==> src/rtl/lpc_autocorr.sv <==
// lpc_autocorr -- autocorrelation lags R[0..P] of one N-sample speech frame.
//
// R[k] = sum_{n=k}^{N-1} x[n]*x[n-k], k = 0..P. The frame is read through two
// synchronous read ports (data one cycle after address). The products are
// accumulated, and each finished lag is written to the coefficient register file.
// done pulses once after R[P] is written and starts the Levinson-Durbin stage.
//
// Ports:
//   clk, reset            clock, synchronous active-high reset
//   start                 single-cycle request to process the buffered frame
//   x_raddr_a/x_rdata_a   frame port A (index n)
//   x_raddr_b/x_rdata_b   frame port B (index n-k)
//   r_waddr/r_wdata/r_wen lag write port (k, R[k], strobe)
//   busy                  high in RUN, FLUSH and WRITE
//   done                  one-cycle pulse after R[P] is written
module lpc_autocorr #(
  parameter int DATA_W = 16,
  parameter int ACC_W  = 40,
  parameter int N      = 160,
  parameter int P      = 10
) (
  input  logic              clk,
  input  logic              reset,
  input  logic              start,
  output logic [7:0]        x_raddr_a,
  output logic [7:0]        x_raddr_b,
  input  logic [DATA_W-1:0] x_rdata_a,
  input  logic [DATA_W-1:0] x_rdata_b,
  output logic [3:0]        r_waddr,
  output logic [ACC_W-1:0]  r_wdata,
  output logic              r_wen,
  output logic              busy,
  output logic              done
);

  localparam logic [2:0] IDLE  = 3'd0;
  localparam logic [2:0] RUN   = 3'd1;
  localparam logic [2:0] FLUSH = 3'd2;
  localparam logic [2:0] WRITE = 3'd3;
  localparam logic [2:0] DONE  = 3'd4;

  localparam logic [7:0] N_LAST = 8'(N - 1);
  localparam logic [3:0] K_LAST = 4'(P);

  logic [2:0]              state;
  logic [3:0]              k;
  logic [7:0]              n;
  logic [7:0]              n_next;
  logic [ACC_W-1:0]        acc;
  logic [ACC_W-1:0]        acc_sum;
  logic                    mac_valid;
  logic signed [2*DATA_W-1:0] prod;

  // Accumulated value including the product of the read issued last cycle.
  always_comb begin
    prod    = $signed(x_rdata_a) * $signed(x_rdata_b);
    acc_sum = acc;
    if (mac_valid)
      acc_sum = acc + {{(ACC_W-2*DATA_W){prod[2*DATA_W-1]}}, prod};
  end

  assign n_next = n + 8'd1;
  assign busy   = (state == RUN) || (state == FLUSH) || (state == WRITE);

  always_ff @(posedge clk) begin
    if (reset) begin
      state     <= IDLE;
      k         <= '0;
      n         <= '0;
      acc       <= '0;
      mac_valid <= 1'b0;
      x_raddr_a <= '0;
      x_raddr_b <= '0;
      r_waddr   <= '0;
      r_wdata   <= '0;
      r_wen     <= 1'b0;
      done      <= 1'b0;
    end else begin
      case (state)
        IDLE: begin
          done <= 1'b0;
          if (start) begin
            state     <= RUN;
            k         <= '0;
            n         <= '0;
            acc       <= '0;
            mac_valid <= 1'b0;
            x_raddr_a <= '0;
            x_raddr_b <= '0;
          end
        end
        RUN: begin
          // Addresses are registered so they are stable for the whole RUN
          // cycle; mac_valid tracks that a read is in flight.
          acc       <= acc_sum;
          mac_valid <= 1'b1;
          if (n == N_LAST) begin
            state <= FLUSH;
          end else begin
            n         <= n_next;
            x_raddr_a <= n_next;
            x_raddr_b <= n_next - {4'd0, k};
          end
        end
        FLUSH: begin
          // Final product lands here; the write port is loaded directly so
          // r_wen/r_wdata are valid throughout the WRITE cycle.
          acc       <= acc_sum;
          mac_valid <= 1'b0;
          r_wdata   <= acc_sum;
          r_waddr   <= k;
          r_wen     <= 1'b1;
          state     <= WRITE;
        end
        WRITE: begin
          r_wen     <= 1'b0;
          acc       <= '0;
          mac_valid <= 1'b0;
          if (k == K_LAST) begin
            state <= DONE;
            done  <= 1'b1;
          end else begin
            k         <= k + 4'd1;
            n         <= {4'd0, k} + 8'd1;
            x_raddr_a <= {4'd0, k} + 8'd1;
            x_raddr_b <= '0;
            state     <= RUN;
          end
        end
        DONE: begin
          done  <= 1'b0;
          state <= IDLE;
        end
        default: begin
          state <= IDLE;
          done  <= 1'b0;
          r_wen <= 1'b0;
        end
      endcase
    end
  end

endmodule
==> config.mk <==
export PLATFORM = sky130hd
export DESIGN_NAME = lpc_autocorr
export DESIGN_NICKNAME = d
export VERILOG_FILES = /design/src/rtl/lpc_autocorr.sv
export SDC_FILE = /design/constraint.sdc
export NUM_CORES = 1
export LEC_CHECK = 0
export CAP_MARGIN = 20
export CORE_UTILIZATION = 59
export DETAILED_ROUTE_END_ITERATION = 6
export DONT_BUFFER_PORTS = 1
export MAX_ROUTING_LAYER = met4
export PLACE_DENSITY_LB_ADDON = 0.25
export SLEW_MARGIN = 25
export SYNTH_ARGS = -nofsm -noshare
export SYNTH_HDL_FRONTEND = slang
export SYNTH_SLANG_ARGS = --single-unit
==> constraint.sdc <==
create_clock -name clk -period 9.12 [get_ports clk]
set_input_delay 1.824 -clock clk [delete_from_list [all_inputs] [get_ports clk]]
set_output_delay 1.824 -clock clk [all_outputs]
set_load 0.02 [all_outputs]
# Word level (Yosys, flattened, before mapping)
# Index checks and enable logic that the tools add are counted.
[classes]
n_reduce_logical = 16
bitwise_logic = 1
addsub = 5
n_mul = 1
n_eq_ne = 11
mux = 22
[ops]
columns = ["op", "n"]
rows = [
  ["$pmux 40 s3", 1],
  ["$mux 40", 2],
  ["$pmux 8 s3", 2],
  ["$add 40x40->40", 1],
  ["$mux 8", 5],
  ["$mul 16x16->32", 1],
  ["$pmux 3 s4", 1],
  ["$mux 3", 3],
  ["$reduce_bool 3->1", 3],
  ["$add 8x1->8 const B", 1],
  ["$eq 8x8->1 const B", 1],
  ["$mux 4", 2],
  ["$pmux 4 s2", 1],
  ["$reduce_and 2->1", 4],
  ["$sub 8x4->8", 1],
  ["$eq 3x2->1 const B", 2],
  ["$ne 2x2->1 const B", 3],
  ["$add 4x1->5 const B", 1],
  ["$add 4x1->4 const B", 1],
  ["$eq 4x4->1 const B", 1],
  ["$ne 2x1->1 const B", 2],
  ["$pmux 1 s2", 2],
  ["$reduce_and 4->1", 1],
  ["$reduce_or 2->1", 2],
  ["other kinds (10)", 12],
]
[word_totals]
elab_cells = 66
regBits = 110
input_bits = 35
output_inout_bits = 63

# Longest topological paths before layout
# Gate-level depths: netlist of run 1.
[depth]
depth_word = 4
depth_mapped = 36
ltp_nobuf = 34

# Worst setup path after synthesis of run 1
# OpenSTA, ideal clock, no wires.
[synth_path]
kind = "input -> register"
start = "in x_rdata_a[15]"
end = "reg acc[39]"
setup_time_ps = 120
required_ps = 9000
slack_ps = -341
cell_stages = 32
t_arrival_ps = 9342
path_buffers = 1
path_cell_list = "clkbuf_1 > nand2_1 > inv_1 > fa_1 > fa_1 > fa_1 > fa_1 > fa_1 > inv_1 > fa_1 > inv_1 > ha_1 > nand3_1 > and3b_1 > o31ai_4 > nand3_2 > or4_1 > a21oi_1 > o21bai_1 > a21oi_1 > xnor2_1 > ha_1 > a21o_1 > a21o_1 > a21o_1 > a21oi_1 > a21bo_1 > a21o_1 > a31oi_1 > xnor2_1 > nor3_1 > a211o_1"
[synth_via]
elab_chain_cells = 4
[synth_rtl]
columns = ["item", "line_no", "rtl"]
rows = [
  ["start, declared", "27", "input logic [DATA_W-1:0] x_rdata_a,"],
  ["$mul 16x16->32", "56", "prod = $signed(x_rdata_a) * $signed(x_rdata_b);"],
  ["$add 40x40->40", "59", "acc_sum = acc + {{(ACC_W-2*DATA_W){prod[2*DATA_W-1]}}, prod};"],
  ["$mux 40", "58", "if (mac_valid)"],
  ["$pmux 40 s3", "79", "case (state)"],
  ["end signal, assigned", "95", "acc <= acc_sum;"],
  ["end signal, assigned", "108", "acc <= acc_sum;"],
  ["end, declared", "49", "logic [ACC_W-1:0] acc;"],
]
# No other way between the ends.
# A chain may end at the register's enable or synchronous reset.

# Final worst setup path of run 1
[layout_path]
start = "in x_rdata_b[6]"
end = "reg acc[39]"
[layout_via]
elab_chain_cells = 4
[layout_rtl]
columns = ["item", "line_no", "rtl"]
rows = [
  ["start, declared", "28", "input logic [DATA_W-1:0] x_rdata_b,"],
  ["$mul 16x16->32", "56", ""],
  ["$add 40x40->40", "59", ""],
  ["$mux 40", "58", ""],
  ["$pmux 40 s3", "79", ""],
]
# No other way between the ends.

==> results by group, run 1 <==
Yosys
  – Post-synthesis sequential area ratio: 0.134
  – Synth Cell Area: 16500 µm²
  – EDFF count, synth: 0
  – Yosys reg bits: 110
  – Syn nets: 2347
  – Distinct cells, synth: 66
  – Primary FF master, synth: dfxtp_1
  – Yosys warns: 0
  – Ys async rst share: 0
  – Cells after Synth: 1918
  – Mapped Avg Cell Area: 8.59 µm²

Placed design
  – Post-DP HPWL: 31600 µm
  – Post-Place Worst Slack: -394 ps
  – Port bufs: 0
  – GP Congestion: 0.952

Routing
  – WL per Instance: 16.9 µm
  – Via count: 13200
  – Antenna violation net count after detailed routing: 0
  – Drt drc: 0
  – DRT Pass-1 Iters: 6
  – Drt total wl: 39200 µm
  – Via/cell ratio: 5.70
  – Starting DRT DRC Count: 930

CTS
  – Worst skew pair latency: 360 ps
  – Num Clock Sinks: 110
  – H-Tree Depth: 3
  – Cts hold-fix bufs: 0
  – TritonCTS clock tree: built
  – Reg clk slew, reported paths: 70 ps
  – CTS buffer count: 9
  – Clock Tree Buf Depth: 2
  – CTS Root Cell: clkbuf_16

Timing
  – Final Skew: 8.41 ps
  – Final number of setup-violating endpoints: 0
  – RSZ-0062 raised after global routing: true
  – Fin worst setup slack: 109 ps
  – Setup TNS: 0 ps
  – Fmax: 0.111 GHz
  – Slew Limit Fails: 0
  – Slew headroom: 0.370
  – Worst hold margin: 485 ps
  – Tightest Pin Transition: 944 ps
  – Minimum clock period: 9010 ps
  – Hold Fails Final Rpt: 0
  – Final Cycle Share: 0.988

Floorplanning
  – FP Rows: 60
  – Die height: 169 µm
  – IO Count: 98
  – Die area: 28600 µm²
  – Initial Utilization: 0.606
  – Die span in x: 169 µm
  – Core Region: 27200 µm²

Critical path
  – Startpoint types: primary input
  – Critical path peak fanout: 16
  – CP Data Required Time: 9370 ps
  – Critical Path Most Common Cell: fa_1
  – CP arrival: 9260 ps
  – Slowest stage delay, CP: 580 ps
  – WS Path Type: in -> reg
  – Crit-path slowest cell: fa_1
  – Setup crit end kind: flip-flop

Global routing
  – Largest net degree at the start of global routing: 82
  – Vias in the first global route: 13500
  – Gr ovfl total: 0
  – Gr usage total: 0.292
  – Global-route wire length before repair: 65200 µm
  – Initial antenna violation count: 0

Status
  – Outcome: complete, no violations

Cells and area
  – Area delta synth->final: 8.65%
  – Fillers: 2303
  – Core Util, Final: 0.658
  – Final net count: 2371
  – Antenna Cells: 0
  – Layout cells sized above 1: 0.0878

Run
  – Max-Cap Viols: 0

Hold path
  – Worst min path class: reg -> reg
==> state kept, by name, indices dropped and copies added, names as in the netlist <==
name,count
state,3
r_wdata,40
n,8
x_raddr_b,8
mac_valid,1
k,4
r_wen,1
r_waddr,4
acc,40
done,1
==> layout by cell type, fill, tap and decap left out, types with 5 or more instances in the layout <==
cell and instances:
nor3_1 18, ha_4 5, nand2b_1 17, xnor2_1 59, nand3_1 18, inv_1 306
and3_1 14, a21oi_1 93, o21bai_1 10, nor4_1 5, a21o_1 25, nor2b_1 7
a211o_1 5, dfxtp_1 109, buf_4 94, o21ai_1 8, and2_1 140, o21a_1 11
mux2i_1 20, nand3b_1 5, nor2_1 126, nand2_1 207, a31oi_1 7, ha_1 122
fa_1 260, a22o_1 6, o211ai_1 12, nand4_1 11, a22oi_1 17, xor2_1 17
clkbuf_16 9, a211oi_1 27, o21ai_0 55, a21oi_2 11
==> repair_timing <==
item | CTS | global route
resized for setup | 0 | 27
setup endpoints to repair | 1 | 21
pin swaps | 2 | 33
setup buffers | 0 | 4
==> kinds of logic (layout without fill, tap and decap cells) <==
group	Yosys count	count (layout)	share of synthesized area
AOI/OAI and AO/OA	328	328	0.128
xor gates and xnor gates	79	79	0.0420
adders and majority gates	394	394	0.420
buffers and inverters	390	419	0.0889
DFF	110	110	0.134
muxes	23	23	0.0142
and+or+nand+nor	594	594	0.173
==> worst paths after layout <==
| path | startpoint | end | slack (ps) | cells after the start |
|---|---|---|---|---|
| setup reg to reg | acc[0] | acc[28] | 5530 | 14 |
| hold / removal | acc[36] | acc[36] | 480 | 2 |
| hold reg to reg | acc[36] | acc[36] | 480 | 2 |
| setup / recovery | x_rdata_b[6] | acc[39] | 110 | 30 |
==> cell usage after synthesis, drive strengths merged, types with 4 or more instances <==
library cell	instances	area, µm²
a211o	5	43.8
a211oi	29	223
a21boi	4	30.0
a21o	26	196
a21oi	105	529
a22o	6	52.6
a22oi	17	128
a31oi	8	50.1
and2	145	908
and3	15	93.8
buf	5	18.8
clkbuf	76	285
dfxtp	110	2200
fa	264	5290
ha	130	1630
inv	309	1160
mux2i	20	200
nand2	208	781
nand2b	17	106
nand3	19	100
nand3b	5	37.5
nand4	11	68.8
nor2	126	473
nor2b	7	43.8
nor3	20	100
nor4	5	31.3
o211ai	12	90.1
o21a	11	82.6
o21ai	64	320
o21bai	10	75.1
o31ai	5	51.3
or2	5	31.3
or3	4	25.0
xnor2	62	543
xor2	17	149
==> layer usage <==
layer	GRT usage	vias to the layer above	routed length [µm]
li1	-	6170	-
met3	0.0302	87	1720
met2	0.491	373	20000
met5	-	-	0
met4	0.0826	0	983
met1	0.377	6591	16500
==> worst max-delay path, delay by kind of cell <==
family | cells | cell delay, ps
AO/OA/AOI/OAI | 13 | 2610
XOR/XNOR | 2 | 260
adder cells (fa/ha/maj) | 8 | 3370
buffers and inverters | 2 | 100
AND/OR/NAND/NOR | 5 | 1090
==> layout make-up <==
class / instances / area [µm²] / area share
Sequential cell: 110 / 2200 / 0.123
Multi-Input combinational cell: 1418 / 13000 / 0.728
Tap cell: 372 / 465 / 0.0260
Timing Repair Buffer: 94 / 706 / 0.0394
Clock buffer: 9 / 225 / 0.0126
Inverter: 309 / 1160 / 0.0648
Clock inverter: 7 / 104 / 0.00580
==> through the flow <==
stage | instance area [µm²] | std cells
6_report | 17900 | 2319
5_1_grt | 17900 | 2319
4_1_cts | 17700 | 2315
3_5_place_dp | 17400 | 2299
3_3_place_gp | 17400 | 2299
2_1_floorplan | 16700 | 1918
Power of run 1 is not shown: default switching activity piles up to over one toggle a cycle in this logic, so the estimate is an artifact.
==> inputs of run 2 (changes only) <==
--- a/config.mk
+++ b/config.mk
@@ -6,6 +6,7 @@
 export NUM_CORES = 1
 export LEC_CHECK = 0
 export CAP_MARGIN = 20
+export CORE_MARGIN = 4
 export CORE_UTILIZATION = 59
 export DETAILED_ROUTE_END_ITERATION = 6
 export DONT_BUFFER_PORTS = 1
==> constraint.sdc (replaced) <==
create_clock -name clk -period 10.4 [get_ports clk]
set_input_delay 2.08 -clock clk [delete_from_list [all_inputs] [get_ports clk]]
set_output_delay 2.08 -clock clk [all_outputs]
set_load 0.02 [all_outputs]
==> run 2 against run 1 <==
Global-route usage is 2.9 points lower. Utilization is 3.3 points lower. Die area is 7.2% higher. Critical path type unchanged. Critical endpoint unchanged. Largest cell class unchanged. Highest routed layer unchanged.
==> results by group, run 2 (synthesis results as in run 1) <==
Routing
  – Via/cell ratio: 5.70
  – Drt drc: 0
  – Drt total wl: 38300 µm
  – Via count: 12700
  – DRT Pass-1 Iters: 5
  – Starting DRT DRC Count: 812
  – WL per Instance: 17.2 µm
  – Antenna violation net count after detailed routing: 0

Timing
  – Final number of setup-violating endpoints: 0
  – Setup TNS: 0 ps
  – Hold Fails Final Rpt: 0
  – Final Skew: 13.1 ps
  – Fmax: 0.103 GHz
  – Slew headroom: 0.428
  – RSZ-0062 raised after global routing: false
  – Slew Limit Fails: 0
  – Minimum clock period: 9660 ps
  – Tightest Pin Transition: 857 ps
  – Final Cycle Share: 0.929

CTS
  – CTS Root Cell: clkbuf_16
  – CTS buffer count: 9
  – Num Clock Sinks: 110
  – Worst skew pair latency: 350 ps
  – Post_cts resized: 0
  – Clock Tree Buf Depth: 2
  – Cts hold-fix bufs: 0
  – H-Tree Depth: 3
  – Reg clk slew, reported paths: 80 ps
  – TritonCTS clock tree: built
  – Post-CTS setup buffers: 0

Cells and area
  – Antenna Cells: 0
  – Commonest non-fill, non-tap cell in the layout: inv_1
  – Final net count: 2286
  – Layout cells sized above 1: 0.0242
  – Most frequent cells in the layout: inv_1 (308), fa_1 (264), nand2_1 (208), and2_1 (144), ha_1 (130)
  – Biggest registers after layout: acc (40), r_wdata (40)
  – Area delta synth->final: 3.17%
  – Fillers: 2426
  – Core Util, Final: 0.625

Run
  – Max-Cap Viols: 0

Floorplanning
  – Core Region: 27200 µm²
  – Die area: 30600 µm²
  – IO Count: 98
  – Die height: 175 µm
  – Initial Utilization: 0.606
  – Die span in x: 175 µm
  – FP Rows: 60

Hold path
  – Worst min path class: reg -> reg

Critical path
  – RR Startpoint: acc[0]
  – Startpoint types: primary input
  – WS Path Type: in -> reg
  – Worst reg-to-reg setup slack: 6820 ps
  – Setup crit end kind: flip-flop
  – CP Data Required Time: 10650 ps
  – Worst R2R Path Depth: 13
  – Reg-to-Reg End: r_wdata[26]
  – Critical path peak fanout: 16
  – CP arrival: 9910 ps
  – Crit path launch: x_rdata_b[4]
  – Setup crit end: acc[39]

Global routing
  – Global-route wire length before repair: 64600 µm
  – Initial antenna violation count: 0
  – Gr usage total: 0.263
  – Largest net degree at the start of global routing: 82
  – Vias in the first global route: 13000
  – Gr ovfl total: 0

Placed design
  – Port bufs: 0
  – Post-DP HPWL: 31200 µm
  – GP Congestion: 0.904

Status
  – Outcome: complete, no violations
## run 2: cell types whose count changed in the layout (fill, tap and decap cells not counted), sizes merged
cell      previous run  this run
buf                 94         9
bufinv               2         0
clkbuf               9        11
clkinv               2         3
clkinvlp             0         2
inv                312       309
## run 2: worst min-delay path by stage
stage,startpoint,to,cells past startpoint
2_1_floorplan,acc[36],acc[36],2
3_3_place_gp,acc[36],acc[36],2
3_5_place_dp,acc[36],acc[36],2
4_1_cts,acc[36],acc[36],2
5_1_grt,k[3],r_waddr[3],2
6_report,acc[36],acc[36],2
## run 2: cell type report
type | count | area [µm²] | share of cell area
Clock inverter | 5 | 33.8 | 0.00199
Tap cell | 372 | 465 | 0.0274
Sequential cell | 110 | 2200 | 0.130
Inverter | 309 | 1160 | 0.0683
Timing Repair Buffer | 9 | 67.6 | 0.00398
Clock buffer | 11 | 253 | 0.0149
Multi-Input combinational cell | 1418 | 12800 | 0.754
## run 2: stage by stage
step	instances	setup slack [ps]	hold slack (ps)	area [µm²]
floorplan	1918	683	440	16500
global placement	2218	558	457	16700
detailed placement	2218	388	460	16700
CTS	2234	745	474	17000
global route	2234	208	509	17000
finish	2234	737	472	17000
## run 2: critical path, cell delays in order
cell	delay [ps]
and2_1	150
fa_1	530
inv_1	50
fa_1	460
fa_1	500
fa_1	580
inv_1	60
fa_1	490
fa_1	430
ha_1	360
o211ai_1	130
a21boi_0	340
and3_1	270
a211oi_1	100
nor2_1	260
a21oi_1	130
a21oi_1	350
xnor2_1	170
ha_1	310
a21o_1	250
a2111oi_2	480
o211ai_1	230
a21bo_1	230
a21o_1	210
a31oi_1	200
xnor2_1	210
nor3_1	90
a211o_1	270
## run 2: routing by layer
| layer | GRT usage | part of all wire | vias to the layer above |
|---|---|---|---|
| met3 | 0.0268 | 0.043 | 45 |
| met2 | 0.437 | 0.49 | 298 |
| li1 | - | - | 6011 |
| met1 | 0.357 | 0.44 | 6371 |
| met5 | - | 0 | - |
| met4 | 0.0507 | 0.019 | 0 |
Power of run 2 is left out for the same reason.
